File: config.mk
export PLATFORM = sky130hd
export DESIGN_NAME = sync_fifo_flags
export DESIGN_NICKNAME = d
export VERILOG_FILES = /design/src/rtl/sync_fifo_flags.sv
export SDC_FILE = /design/constraint.sdc
export NUM_CORES = 1
export LEC_CHECK = 0
export ABC_AREA = 1
export CORE_UTILIZATION = 50
export CTS_CLUSTER_DIAMETER = 30
export DETAILED_ROUTE_END_ITERATION = 8
export GPL_ROUTABILITY_DRIVEN = 0
export PLACE_DENSITY = 0.68
export SLEW_MARGIN = 15
export SYNTH_ARGS = -nofsm -noshare
export SYNTH_HDL_FRONTEND = slang
export SYNTH_SLANG_ARGS = --single-unit
export TNS_END_PERCENT = 1
File: constraint.sdc
create_clock -name clk -period 4.85 [get_ports clk]
set_clock_uncertainty 0.1 [all_clocks]
set_input_delay 0.7275 -clock clk [delete_from_list [all_inputs] [get_ports clk]]
set_output_delay 0.7275 -clock clk [all_outputs]
set_load 0.005 [all_outputs]
File: src/rtl/sync_fifo_flags.sv
// Single-clock FIFO with occupancy count, programmable almost-full/almost-empty,
// sticky overflow/underflow flags and an optional first-word-fall-through read port.
module sync_fifo_flags #(
   parameter int DATA_SIZE = 8,
   parameter int ADDR_SIZE = 4,
   parameter int AF_LEVEL  = (1 << ADDR_SIZE) - 2,
   parameter int AE_LEVEL  = 2,
   parameter int FWFT      = 0
) (
   input  logic                 clk,
   input  logic                 rst,
   input  logic                 winc,
   input  logic [DATA_SIZE-1:0] wdata,
   output logic                 wfull,
   output logic                 almost_full,
   input  logic                 rinc,
   output logic [DATA_SIZE-1:0] rdata,
   output logic                 rempty,
   output logic                 almost_empty,
   output logic [ADDR_SIZE:0]   count,
   input  logic                 err_clr,
   output logic                 wovf,
   output logic                 runf
);

   localparam int DEPTH = 1 << ADDR_SIZE;
   localparam logic [ADDR_SIZE:0] ONE_C   = (ADDR_SIZE+1)'(1);
   localparam logic [ADDR_SIZE:0] DEPTH_C = (ADDR_SIZE+1)'(DEPTH);
   localparam logic [ADDR_SIZE:0] AF_C    = (ADDR_SIZE+1)'(AF_LEVEL);
   localparam logic [ADDR_SIZE:0] AE_C    = (ADDR_SIZE+1)'(AE_LEVEL);

   generate
      if (DATA_SIZE < 1 || ADDR_SIZE < 1 ||
          AF_LEVEL < 1 || AF_LEVEL > DEPTH ||
          AE_LEVEL < 0 || AE_LEVEL > DEPTH - 1 ||
          AE_LEVEL >= AF_LEVEL) begin : g_bad_params
         $error("sync_fifo_flags: illegal parameters (need 0<=AE_LEVEL<AF_LEVEL<=DEPTH)");
      end
   endgenerate

   logic [DATA_SIZE-1:0] r_mem [DEPTH];
   logic [ADDR_SIZE:0]   r_wptr;
   logic [ADDR_SIZE:0]   r_rptr;
   logic [ADDR_SIZE:0]   r_count;
   logic                 r_wfull;
   logic                 r_rempty;
   logic                 r_afull;
   logic                 r_aempty;
   logic                 r_wovf;
   logic                 r_runf;

   logic                 w_wr_acc;
   logic                 w_rd_acc;
   logic [ADDR_SIZE:0]   w_count_nxt;
   logic [ADDR_SIZE:0]   w_ptr_diff;

   // Acceptance uses the registered (pre-edge) flags, so at full a
   // simultaneous write is refused and at empty a simultaneous read is refused.
   assign w_wr_acc   = winc && !r_wfull;
   assign w_rd_acc   = rinc && !r_rempty;
   assign w_ptr_diff = r_wptr - r_rptr;

   // NOTE: every signal assigned in always_comb gets a default first so no latch is inferred.
   always_comb begin
      w_count_nxt = r_count;
      case ({w_wr_acc, w_rd_acc})
         2'b10:   w_count_nxt = r_count + ONE_C;
         2'b01:   w_count_nxt = r_count - ONE_C;
         default: w_count_nxt = r_count;
      endcase
   end

   // NOTE: state registers use non-blocking assignments so every flop samples pre-edge values.
   always_ff @(posedge clk or posedge rst) begin
      if (rst) begin
         r_wptr   <= '0;
         r_rptr   <= '0;
         r_count  <= '0;
         r_wfull  <= 1'b0;
         r_rempty <= 1'b1;
         r_afull  <= 1'b0;
         r_aempty <= 1'b1;
      end else begin
         if (w_wr_acc) r_wptr <= r_wptr + ONE_C;
         if (w_rd_acc) r_rptr <= r_rptr + ONE_C;
         r_count  <= w_count_nxt;
         r_wfull  <= (w_count_nxt == DEPTH_C);
         r_rempty <= (w_count_nxt == '0);
         r_afull  <= (w_count_nxt >= AF_C);
         r_aempty <= (w_count_nxt <= AE_C);
      end
   end

   // A new error in the same cycle as err_clr keeps the flag set.
   always_ff @(posedge clk or posedge rst) begin
      if (rst) begin
         r_wovf <= 1'b0;
         r_runf <= 1'b0;
      end else begin
         if (winc && r_wfull)  r_wovf <= 1'b1;
         else if (err_clr)     r_wovf <= 1'b0;
         if (rinc && r_rempty) r_runf <= 1'b1;
         else if (err_clr)     r_runf <= 1'b0;
      end
   end

   // NOTE: storage has no reset; only pointers and flags define validity, letting it map to RAM.
   always_ff @(posedge clk) begin
      if (w_wr_acc) r_mem[r_wptr[ADDR_SIZE-1:0]] <= wdata;
   end

   generate
      if (FWFT != 0) begin : g_fwft
         // Head entry is presented directly; only meaningful while !rempty.
         assign rdata = r_mem[r_rptr[ADDR_SIZE-1:0]];
      end else begin : g_reg_read
         logic [DATA_SIZE-1:0] r_rdata;
         always_ff @(posedge clk or posedge rst) begin
            if (rst)           r_rdata <= '0;
            else if (w_rd_acc) r_rdata <= r_mem[r_rptr[ADDR_SIZE-1:0]];
         end
         assign rdata = r_rdata;
      end
   endgenerate

   assign wfull        = r_wfull;
   assign rempty       = r_rempty;
   assign almost_full  = r_afull;
   assign almost_empty = r_aempty;
   assign count        = r_count;
   assign wovf         = r_wovf;
   assign runf         = r_runf;

   a_not_full_and_empty: assert property (@(posedge clk) disable iff (rst)
      !(r_wfull && r_rempty));
   a_count_in_range: assert property (@(posedge clk) disable iff (rst)
      r_count <= DEPTH_C);
   a_count_matches_ptrs: assert property (@(posedge clk) disable iff (rst)
      r_count == w_ptr_diff);

endmodule

# After elaboration in Yosys (flattened, before gate mapping)
# Memory sizes are Yosys's and may differ from the RTL's. A register that Yosys moved wholly into a read port is not among the register bits.
# Index checks and enable logic that the tools add are counted.
word_totals:
  wordCells: 34
  memories: 1
  input_bits: 13
  ramBits: 128
  regBits: 21
classes:
  n_reduce_logical: 9
  muxes: 6
  n_eq_ne: 3
  n_addsub: 4
  order_cmp: 2
mem_list:
  columns: ["memory", "words", "word_bits", "rd", "rd_ports_with_merged_regs", "wr", "line_no", "source"]
  rows:
  - ["r_mem", 16, 8, 1, 1, 1, "41", "logic [DATA_SIZE-1:0] r_mem [DEPTH];"]
ops:
  columns: ["op", "count"]
  rows:
  - ["5-bit by 1-bit adder with 5-bit output, second input constant", 3]
  - ["5-bit case mux with 2 select lines", 1]
  - ["5-bit equality test, second input constant", 1]
  - ["5-bit by 4-bit greater-or-equal comparator with 1-bit output, second input constant", 1]
  - ["5-bit by 2-bit <= comparator with 1-bit output, second input constant", 1]
  - ["5-bit zero test", 1]
  - ["1-bit 2-to-1 mux", 5]
  - ["5-bit by 1-bit subtractor with 5-bit output, second input constant", 1]
  - ["1-bit logical AND", 4]
  - ["2-bit nonzero test", 2]
  - ["2-bit by 1-bit equality test with 1-bit output, second input constant", 1]
  - ["2-bit equality test, second input constant", 1]
  - ["1-bit zero test", 2]

# Longest topological paths before layout
# Gate-level depths: netlist of run 1.
depth:
  depth_word: 5
  ltp_mapped: 17
  depth_no_buf: 17

# Worst setup path before layout of run 1
# No wires, ideal clock.
synth_timing:
  path_kind: "input-to-reg"
  start: "input rinc"
  end: "register r_rempty (netlist: rempty)"
  path_buffers: 1
  arrival_time_ns: 2.462
  path_slack_ns: 2.221
  stages: 14
  cell_sequence: "inv_1 > nor2_1 > buf_2 > ha_1 > nand2_1 > inv_1 > nor2_1 > ha_1 > inv_1 > o21a_1 > nand2_1 > nor2_1 > nand3_1 > nor2_1"
synth_between:
  elab_chain_len: 4
  word_cells_on_any_way: 5
  classes_between: "eq/ne (2); mux (1); reduce/logical (2)"
synth_rtl:
  columns: ["item", "line_no", "source"]
  rows:
  - ["start: declaration", "16", "input logic rinc,"]
  - ["1-bit logical AND (*)", "60", "assign w_rd_acc = rinc && !r_rempty;"]
  - ["2-bit by 1-bit equality test with 1-bit output or 2-bit equality test (tied branches)", "66", "case ({w_wr_acc, w_rd_acc})"]
  - ["5-bit case mux with 2 select lines (*)", "66", null]
  - ["5-bit zero test (*)", "88", "r_rempty <= (w_count_nxt == '0);"]
  - ["end signal: assignment", "88", null]
  - ["end: declaration", "46", "logic r_rempty;"]
# Mark *: on every way between the ends. The rest lies on a longest branch, timed or not.
# A chain may end at the register's enable or synchronous reset.

# Worst setup path in the final report of run 1
layout_timing:
  start: "input winc"
  end: "register r_rempty (netlist: rempty)"
layout_between:
  elab_chain_len: 4
  word_cells_on_any_way: 5
  classes_between: "eq/ne (2); mux (1); reduce/logical (2)"
layout_rtl:
  columns: ["item", "line_no", "source"]
  rows:
  - ["start: declaration", "12", "input logic winc,"]
  - ["1-bit logical AND (*)", "59", "assign w_wr_acc = winc && !r_wfull;"]
  - ["2-bit by 1-bit equality test with 1-bit output or 2-bit equality test (tied branches)", "66", null]
  - ["5-bit case mux with 2 select lines (*)", "66", null]
  - ["named net w_count_nxt[4]", "54", "logic [ADDR_SIZE:0] w_count_nxt;"]
  - ["5-bit zero test (*)", "88", null]
# The timed path passes the listed nets; every way through them passes the cells marked *.

==> metrics.md, run 1 <==
| Metric | Value |
|---|---|
| Power Density | `620 nW/µm²` |
| Hold WC Path Type | `reg -> reg` |
| PnR Total Power | `4.64 mW` |
| N_diodes | `0` |
| Die Ht | `116 µm` |
| Synth area leaders | `edfxtp_1 (59%), nand2_1 (11%), dfrtp_1 (9.6%)` |
| Avg Vias per Cell | `approximately 5.3` |
| # IOs | `32` |
| Core box area | `roughly 13000 µm²` |
| Kind of critical path | `in -> reg` |
| Yosys reg bits | `155` |
| WL final | `13600 µm` |
| EDFF count, synth | `128` |
| Routed WL per cell | `17.0 µm` |
| Mapped Avg Cell Area | `roughly 11 µm²` |
| Worst Path Arrival | `3.12 ns` |
| Vias | `4220` |
| Outcome | `completed` |
| Post-cts resize count | `0` |
| Final Hold Fails | `0` |
| Max cap viols | `0` |
| Warnings, synthesis | `0` |
| Syn Nets | `609` |
| DP HPWL | `8360 µm` |
| Layout Cells excl Fill | `801` |
| H-tree levels | `4` |
| Post-synthesis mux area share | `0` |
| Detailed Routing Iterations Pass 1 | `5` |
| Seq/Total Area, Yosys | `0.696` |
| Adder-cell area share of the yosys netlist | `0.0173` |
| Post-synthesis cell count | `~600` |
| Cell with the most instances after synthesis | `nand2_1` |
| First-pass GRT wire length | `about 21000 µm` |
| Synth Area in Simple Gates | `0.219` |
| CTS sink cnt | `155` |
| Max Slew Vio Count | `0` |
| Residual DRC count | `0` |
| Global Route Usage Sum | `0.222` |
| Worst-path fanout max | `9` |
| Rows | `41` |
| Slew margin rel. | `0.244` |
| Met3 usage | `0.0628` |
| Final min period | `2.87 ns` |
| Post-Synth XOR/XNOR Area | `0.0108` |
| Synth Flop Type | `edfxtp_1` |
| DIE AREA | `roughly 13000 µm²` |
| RSZ-0062 raised after global routing | `false` |
| Worst-margin pin slew | `between 1 and 1.5 ns` |
| Initial DRC count | `349` |
| Clock tree root buffer cell | `clkbuf_16` |
| IO Port Bufs | `31` |
| Largest net degree at the start of global routing | `68` |
| Largest family of logic cells by synthesized area | `simple AND/OR/NAND/NOR gates` |
| Mapped Area | `6500 µm²` |
| Gr busiest metal | `met2` |
| Achievable Freq | `348 MHz` |
| Clock Latency Late Sink | `0.42 ns` |
| Clock buffer count from CTS | `17` |
| Initial antenna violation count | `0` |
| Placed cells | `769` |
| Routing usage on met1 | `0.305` |
| Final period util | `0.592` |
| Layout cells sized above 1 | `0.0668` |
| TritonCTS clock tree | `built` |
| Hold-fix buffers, CTS | `0` |
| CTS clk-pin slew, worst paths | `roughly 0.06 ns` |
| CTS Buffer Depth | `2` |
| Die W | `116 µm` |
| Worst setup SP type | `input pin` |
| Final count of negative-setup-slack endpoints | `0` |
| Cell taking the most area after synthesis | `edfxtp_1` |
| Peak VDD IR | `~0.00035 V` |
| Yosys cell types | `25` |
| Required @ worst endpoint | `5.10 ns` |
| Vias in the first global route | `between 3000 and 4000` |
| Sum Neg Setup Slack | `0 ns` |
| Post-DRT Antenna Nets | `0` |
| Layout net count | `around 640` |
| Ys async rst share | `0.174` |
| LEAKAGE | `2.91 nW` |
| Number of post-CTS setup repair buffers | `0` |
| Crit end category | `register` |
| Post-synthesis compound-gate area fraction | `0.0185` |
| Synthesis-to-layout area growth | `15.2%` |
| Fin Hold WS | `0.430 ns` |
| GRT overflow | `0` |
| Share of the synthesized area in the top cell type | `0.591` |
| M2 GR Usage | `0.344` |
| Commonest cells post-synth | `nand2_1 (192), edfxtp_1 (128), nand3_1 (107)` |
| Initial Util | `0.513` |
[flip-flops by register name, summed over array words and instances (netlist names)]
| signal | cells |
|---|---|
| runf | 1 |
| r_mem | 128 |
| rdata | 8 |
| rempty | 1 |
| almost_full | 1 |
| wovf | 1 |
| r_wptr | 4 |
| almost_empty | 1 |
| r_rptr | 4 |
| wfull | 1 |
| count | 5 |
[final cells by class]
class                           count  area (µm²)
Clock buffer                       22         495
Multi-Input combinational cell    378        1720
Tap cell                          172         215
Inverter                           29         109
Fill cell                        1018        5180
Timing Repair Buffer               35         340
Clock inverter                     10        82.6
Sequential cell                   155        4520
[routing by layer]
layer	up-vias	wire (µm)
met5	-	0
met4	0	199
met3	17	1050
met2	165	6530
met1	1971	5810
li1	2067	-
[final timing paths]
check | from | to | slack (ns) | cells past startpoint
worst max-delay path | winc | rempty | 1.98 | 17
worst min-delay path | wovf | wovf | 0.43 | 2
worst max register to register | r_rptr[2] | rdata[1] | 2.35 | 5
worst min register to register | wovf | wovf | 0.43 | 2
max in group asynchronous | rst | r_rptr[0] | 3.22 | 2
min in group asynchronous | rst | runf | 0.75 | 2
[critical path, cell delays in order]
cell,delay [ns]
clkdlybuf4s50_1,0.48
inv_1,0.05
nor2_2,0.29
inv_1,0.12
ha_1,0.32
nand2_1,0.10
inv_1,0.05
nor2_1,0.13
ha_1,0.16
inv_1,0.03
nand2_1,0.09
nand3_1,0.11
nand3_1,0.09
nand3_1,0.08
nand2_1,0.11
inv_1,0.07
nor2_1,0.12
[layout by cell type, fill, tap and decap left out, types with 2 or more instances in the layout]
| cell | netlist | final |
|---|---|---|
| a21oi_1 | 17 | 17 |
| buf_4 | 1 | 4 |
| clkbuf_16 | 0 | 18 |
| clkbuf_8 | 0 | 3 |
| clkdlybuf4s50_1 | 0 | 31 |
| clkinv_1 | 2 | 3 |
| clkinv_2 | 0 | 3 |
| dfrtp_1 | 25 | 24 |
| dfstp_2 | 2 | 2 |
| edfxtp_1 | 128 | 128 |
| ha_1 | 9 | 9 |
| inv_1 | 26 | 26 |
| inv_4 | 0 | 4 |
| nand2_1 | 192 | 192 |
| nand3_1 | 107 | 107 |
| nand4_1 | 2 | 2 |
| nor2_1 | 33 | 33 |
| o21ai_0 | 4 | 4 |
| or2_2 | 2 | 2 |
| xor2_1 | 7 | 7 |
[metrics by stage]
stage,cell area [µm²],setup WS (ns),utilization
floorplan,6500,2.22,-
global placement,6910,1.67,0.545
detailed placement,6910,1.54,0.545
CTS,7490,1.98,0.591
global route,7490,1.72,0.591
finish,7490,1.98,0.591
[where the power goes]
group / internal [mW] / switching, mW
combinational: 0.537 / 1.02
sequential: 1.67 / 0.137
clock: 0.775 / 0.500
[kinds of logic after synthesis]
group	count (synthesis)
buf+inv	54
compound gates	23
simple gates	338
flops	155
fa+ha+maj	9
xor+xnor	8
Note: power is estimated with default switching activity, not from simulation.
==> inputs of run 2 (changes only) <==
--- a/config.mk
+++ b/config.mk
@@ -10,7 +10,7 @@
 export CTS_CLUSTER_DIAMETER = 30
 export DETAILED_ROUTE_END_ITERATION = 8
 export GPL_ROUTABILITY_DRIVEN = 0
-export PLACE_DENSITY = 0.68
+export PLACE_DENSITY = 0.71
 export SLEW_MARGIN = 15
 export SYNTH_ARGS = -nofsm -noshare
 export SYNTH_HDL_FRONTEND = slang
==> constraint.sdc (replaced) <==
create_clock -name clk -period 2.6 [get_ports clk]
set_clock_uncertainty 0.1 [all_clocks]
set_input_delay 0.39 -clock clk [delete_from_list [all_inputs] [get_ports clk]]
set_output_delay 0.39 -clock clk [all_outputs]
set_load 0.005 [all_outputs]
==> run 2 against run 1 <==
  * Via count grew 5.5%
  * Setup slack worse by 1.7 ns
  * Design area rose by 2.5%
  * Non-clock buffer count grew 24
  * Hold slack got worse by 0.19 ns
  * Sequential power grew 84%
  * Clock-buffer cell count up 5
  * Critical endpoint is now almost_empty
  * Highest routed layer unchanged
==> metrics.md, run 2 (synthesis gave the netlist of run 1 again) <==
| Metric | Value |
|---|---|
| Post-cts resize count | `0 (unchanged)` |
| Hold-fix buffers, CTS | `0 (unchanged)` |
| Outcome | `completed` |
| Layout net count | `662 (+3.8%)` |
| Crit end category | `register` |
| Residual DRC count | `0 (unchanged)` |
| Vias | `4453 (+5.5%)` |
| CP top delay family | `simple AND/OR/NAND/NOR gates` |
| # IOs | `32 (unchanged)` |
| Worst setup margin | `0.297 ns (-1.68 ns)` |
| Largest net degree at the start of global routing | `68 (unchanged)` |
| Core box area | `12700 µm² (unchanged)` |
| Final min period | `2.30 ns` |
| LEAKAGE | `3.03 nW (+4.3%)` |
| Worst-path fanout max | `4 (-5)` |
| Avg Vias per Cell | `5.40 (+2.5%)` |
| CTS sink cnt | `155 (unchanged)` |
| CTS clk-pin slew, worst paths | `0.06 ns (about the same)` |
| Number of post-CTS setup repair buffers | `0 (unchanged)` |
| Final count of negative-setup-slack endpoints | `0 (unchanged)` |
| Clock buffer count from CTS | `17 (unchanged)` |
| N_diodes | `0 (unchanged)` |
| Critical-path cell list | `clkdlybuf4s50_1 > inv_1 > nor2_2 > inv_1 > ha_1 > nand2_1 > inv_1 > nor2_1 > ha_1 > inv_1 > nand2_1 > nand3_1 > nand2_1 > nand2_1 > nand3_1 > nand2_1 > inv_1 > nor2_1` |
| Largest register FFs | `128 (unchanged)` |
| Buf+Inv Stages, Crit Path | `6 (unchanged)` |
| Clock tree root buffer cell | `clkbuf_16` |
| Setup WS pre-CTS | `-0.0334 ns (-1.57 ns)` |
| Kind of critical path | `in -> reg` |
| WL final | `14200 µm (+4.5%)` |
| DIE AREA | `13500 µm² (unchanged)` |
| Slew margin rel. | `0.526 (+0.282)` |
| Final Hold Fails | `0 (unchanged)` |
| Synthesis-to-layout area growth | `18.1%` |
| Hold WC Path Type | `in -> async` |
| TritonCTS clock tree | `built` |
| Clock Latency Late Sink | `0.42 ns (about the same)` |
| IO Port Bufs | `31 (unchanged)` |
| Final period util | `0.886` |
| First-pass GRT wire length | `22800 µm (+6.4%)` |
| Detailed Routing Iterations Pass 1 | `5 (unchanged)` |
| Power Density | `1140 nW/µm² (+84%)` |
| Max Slew Vio Count | `0 (unchanged)` |
| Worst setup SP type | `input pin` |
| Placed cells | `793 (+3.1%)` |
| Vias in the first global route | `4363 (+9.7%)` |
| Die Ht | `116 µm (unchanged)` |
| Global Route Usage Sum | `0.237 (+0.0154)` |
| Worst-margin pin slew | `0.709 ns (-0.423 ns)` |
| H-tree levels | `4 (unchanged)` |
| Max cap viols | `0 (unchanged)` |
| Required @ worst endpoint | `2.85 ns (-2.25 ns)` |
| Die W | `116 µm (unchanged)` |
| DP HPWL | `8910 µm (+6.5%)` |
| Crit-path max cell delay | `0.48 ns (about the same)` |
| Routed WL per cell | `17.2 µm (+1.4%)` |
| Post-DRT Antenna Nets | `0 (unchanged)` |
| Achievable Freq | `434 MHz` |
| Core Util, Final | `0.606 (+0.0149)` |
| Commonest non-fill, non-tap cell in the layout | `nand2_1` |
| Layout Cells excl Fill | `825 (+3.0%)` |
| Initial Util | `0.513 (unchanged)` |
| Initial DRC count | `477 (+37%)` |
| Worst Path Arrival | `2.55 ns (-0.57 ns)` |
| Slowest-stage cell, CP | `clkdlybuf4s50_1` |
| GRT overflow | `0 (unchanged)` |
| CTS Buffer Depth | `2 (unchanged)` |
| RSZ-0062 raised after global routing | `false` |
| Layout cells sized above 1 | `0.0980 (+0.0312)` |
| Most frequent cells in the layout | `nand2_1 (192), edfxtp_1 (128), nand3_1 (107)` |
| Peak VDD IR | `0.000502 V (+44%)` |
| Rows | `41 (unchanged)` |
| Initial antenna violation count | `0 (unchanged)` |
-- run 2: cell count changes in the layout (fill, tap and decap cells not counted), sizes merged --
cell	delta
inv	-5
buf	+24
bufinv	-1
clkinv	+1
clkbuf	+5
-- run 2: layout make-up --
cell class,count,area [µm²]
clock buffer,27,546
tap,172,215
clock inverter,5,28.8
multi-input combinational,378,1720
fill,1013,4990
inverter,29,109
timing repair buffer,59,533
sequential,155,4520
-- run 2: final timing paths --
path	slack [ns]	from	depth (start not counted)	to
setup / recovery	0.30	winc	18	almost_empty
hold / removal	0.24	rst	2	r_wptr[0]
setup reg to reg	0.35	wfull	16	almost_empty
hold reg to reg	0.43	wovf	2	wovf
max in group asynchronous	1.56	rst	3	r_rptr[1]
min in group clk	0.43	wovf	2	wovf
-- run 2: layer usage --
metal | global-route usage | wire [µm] | vias up | part of all wire
met5 | 0 | 0 | - | 0
met4 | 0.112 | 386 | 0 | 0.027
met3 | 0.0408 | 855 | 32 | 0.060
met2 | 0.378 | 6890 | 178 | 0.49
met1 | 0.320 | 6060 | 2134 | 0.43
li1 | - | - | 2109 | -
-- run 2: metrics by stage --
stage	TNS [ns]	hold WS [ns]	area, µm²	power (mW)
after floorplan	0	0.341	6500	5.35
after global placement	0	0.416	7100	6.32
after detailed placement	-0.0784	0.418	7100	6.44
after CTS	0	0.242	7680	8.79
after global routing	0	0.281	7680	9.30
final	0	0.239	7680	8.73
-- run 2: where the power goes --
part	internal, mW	total [mW]	switching (mW)
Sequential	3.11	3.33	0.214
Combinational	1.09	3.08	1.99
Clock	1.43	2.33	0.895
Total	5.63	8.73	3.10
-- run 2: worst reg2reg max path: cells and delay by family, from the launching register on --
family | cells | cell delay [ns]
adders and majority gates | 2 | 0.45
and+or+nand+nor | 10 | 0.98
DFF | 1 | 0.40
buffers and inverters | 4 | 0.26
==> inputs of run 3 (changes only) <==
==> constraint.sdc (replaced) <==
create_clock -name clk -period 2 [get_ports clk]
set_clock_uncertainty 0.1 [all_clocks]
set_input_delay 0.3 -clock clk [delete_from_list [all_inputs] [get_ports clk]]
set_output_delay 0.3 -clock clk [all_outputs]
set_load 0.005 [all_outputs]
==> run 3 against run 2 <==
  * The flow now finishes with violations (negative setup slack)
  * Sequential power up 31%
  * Register-to-register slack worse by 0.41 ns
  * Non-clock buffer count up 18
  * Hold slack worse by 0.15 ns
  * Via count up 1.3%
  * Die area unchanged
  * Highest routed layer unchanged
  * Critical endpoint is now rempty
==> metrics.md, run 3 (synthesis gave the netlist of run 1 again) <==
| Metric | Value |
|---|---|
| Placed cells | `805 (+1.5%)` |
| NetSw | `4.21 mW (+36%)` |
| GRT overflow | `0 (unchanged)` |
| Final Hold Fails | `0 (unchanged)` |
| Rows | `41 (unchanged)` |
| IO Port Bufs | `31 (unchanged)` |
| Int Power | `7.52 mW (+33%)` |
| Die Ht | `116 µm (unchanged)` |
| Layout Cells excl Fill | `843 (+2.2%)` |
| Hold WC Path Type | `in -> async` |
| Achievable Freq | `slightly below 500 MHz` |
| Crit end category | `register` |
| Vias | `4512 (+1.3%)` |
| H-tree levels | `4 (unchanged)` |
| Required @ worst endpoint | `2.25 ns (-0.60 ns)` |
| Routed WL per cell | `17.3 µm (+0.77%)` |
| Layout net count | `680 (+2.7%)` |
| LEAKAGE | `3.13 nW (+3.3%)` |
| Initial DRC count | `446 (-6.5%)` |
| Core Util, Final | `0.626 (+0.0197)` |
| Post-DRT Antenna Nets | `0 (unchanged)` |
| Power Density | `1480 nW/µm² (+30%)` |
| CTS clk-pin slew, worst paths | `0.05 ns (about the same)` |
| Largest net degree at the start of global routing | `68 (unchanged)` |
| RSZ-0062 raised after global routing | `true` |
| Sequential fraction of design power | `0.373 (-0.008)` |
| Clock buffer count from CTS | `17 (unchanged)` |
| Initial antenna violation count | `0 (unchanged)` |
| Final min period | `2.06 ns` |
| Peak VDD IR | `0.000674 V (+34%)` |
| Most frequent cells in the layout | `nand2_1 (186), edfxtp_1 (128), nand3_1 (101)` |
| Initial Util | `0.513 (unchanged)` |
| Switching Share | `0.359 (+0.00416)` |
| Max Slew Vio Count | `0 (unchanged)` |
| Worst Path Arrival | `2.31 ns (-0.24 ns)` |
| Worst-margin pin slew | `0.719 ns (+0.00964 ns)` |
| Violated checks | `negative setup slack` |
| Worst setup margin | `-0.0562 ns (-0.353 ns)` |
| Commonest non-fill, non-tap cell in the layout | `nand2_1` |
| Layout cells sized above 1 | `0.151 (+0.0525)` |
| Critical-path cell list | `nor2_4 > ha_4 > nand2_2 > inv_2 > nor2_4 > ha_4 > inv_2 > o21a_1 > nand2_1 > nor2_2 > nand3_2 > nor2_1` |
| CTS sink cnt | `155 (unchanged)` |
| Gate power share | `0.385 (+0.032)` |
| Area post-placement | `7250 µm² (+2.1%)` |
| Buf+Inv Stages, Crit Path | `2 (-4)` |
| Cell count along the critical path | `12 (-6)` |
| WL final | `14600 µm (+3.0%)` |
| CTS Buffer Depth | `2 (unchanged)` |
| TritonCTS clock tree | `built` |
| Avg Vias per Cell | `5.35 (-0.84%)` |
| Worst setup SP type | `register` |
| DIE AREA | `13500 µm² (unchanged)` |
| Fin Hold WS | `0.0936 ns (-0.145 ns)` |
| Global Route Usage Sum | `0.235 (-0.00194)` |
| Slew margin rel. | `0.519 (-0.00644)` |
| Hold-fix buffers, CTS | `0 (unchanged)` |
| Final count of negative-setup-slack endpoints | `4 (+4)` |
| Detailed Routing Iterations Pass 1 | `6 (+1)` |
| Clock tree root buffer cell | `clkbuf_16` |
| Outcome | `finished, violations left` |
| Max cap viols | `0 (unchanged)` |
| Die W | `116 µm (unchanged)` |
| CP top delay family | `simple AND/OR/NAND/NOR gates` |
| Kind of critical path | `reg -> reg` |
| Core box area | `12700 µm² (unchanged)` |
| Synthesis-to-layout area growth | `22.0%` |
| N_diodes | `0 (unchanged)` |
| First-pass GRT wire length | `22700 µm (-0.39%)` |
| Post-Layout Inst Area | `7930 µm² (+3.3%)` |
| Clk pwr share | `0.243 (-0.023)` |
| DP HPWL | `8950 µm (+0.47%)` |
| Largest register FFs | `128 (unchanged)` |
| Clock Latency Late Sink | `0.42 ns (about the same)` |
| Worst-path fanout max | `4 (unchanged)` |
| Residual DRC count | `0 (unchanged)` |
| Vias in the first global route | `4398 (+0.80%)` |
| Reg2reg path depth | `12 (-4)` |
| Slowest-stage cell, CP | `dfstp_2` |
| Final period util | `1.03` |
| Crit-path max cell delay | `0.57 ns (+0.09 ns)` |
| # IOs | `32 (unchanged)` |
-- run 3: path summary, 6_finish.rpt --
path	start	to	slack, ns
worst max-delay path	rempty	rempty	-0.06
worst min-delay path	rst	r_wptr[2]	0.09
worst max register to register	rempty	rempty	-0.06
worst min register to register	runf	runf	0.44
max in group asynchronous	rst	rdata[4]	1.19
min in group clk	winc	wovf	0.12
-- run 3: power groups by stage --
stage	clock network (mW)	registers [mW]	logic [mW]
2_1_floorplan	0	4.32	2.65
3_3_place_gp	0	4.38	4.06
3_5_place_dp	0	4.40	4.18
4_1_cts	2.88	4.34	4.29
5_1_grt	3.02	4.42	5.01
6_report	2.85	4.37	4.51
-- run 3: metal layers --
metal / track usage / vias to the layer above / wire length (µm)
met2: 0.376 / 185 / 7110
met5: 0 / - / 0
met3: 0.0586 / 31 / 1030
li1: - / 2141 / -
met1: 0.306 / 2155 / 6110
met4: 0.106 / 0 / 369
-- run 3: cell type report --
class	instances	area [µm²]
fill	978	4740
sequential	155	4520
multi-input combinational	378	1850
timing repair buffer	77	711
clock buffer	28	477
tap	172	215
inverter	29	109
clock inverter	4	42.5
-- run 3: metrics by stage --
step	setup TNS [ns]	power, mW	setup slack (ns)
global placement	-2.57	8.44	-0.394
finish	-0.143	11.7	-0.0562
floorplan	-0.113	6.98	-0.0448
detailed placement	-3.19	8.58	-0.467
CTS	0	11.5	0.000226
global route	-0.544	12.4	-0.134
-- run 3: worst reg2reg max path, delay by kind of cell, from the launching register on --
family / cells / cell delay [ns]
and+or+nand+nor: 7 / 0.66
adders and majority gates: 2 / 0.39
DFF: 1 / 0.57
buffers and inverters: 2 / 0.09
AOI/OAI and AO/OA: 1 / 0.17
-- run 3: what timing repair did --
item / in CTS / in global routing
endpoints found under the setup margin: 5 / 5
buffers inserted: 4 / 2
pin swaps: 3 / 18
gates resized for setup: 7 / 25
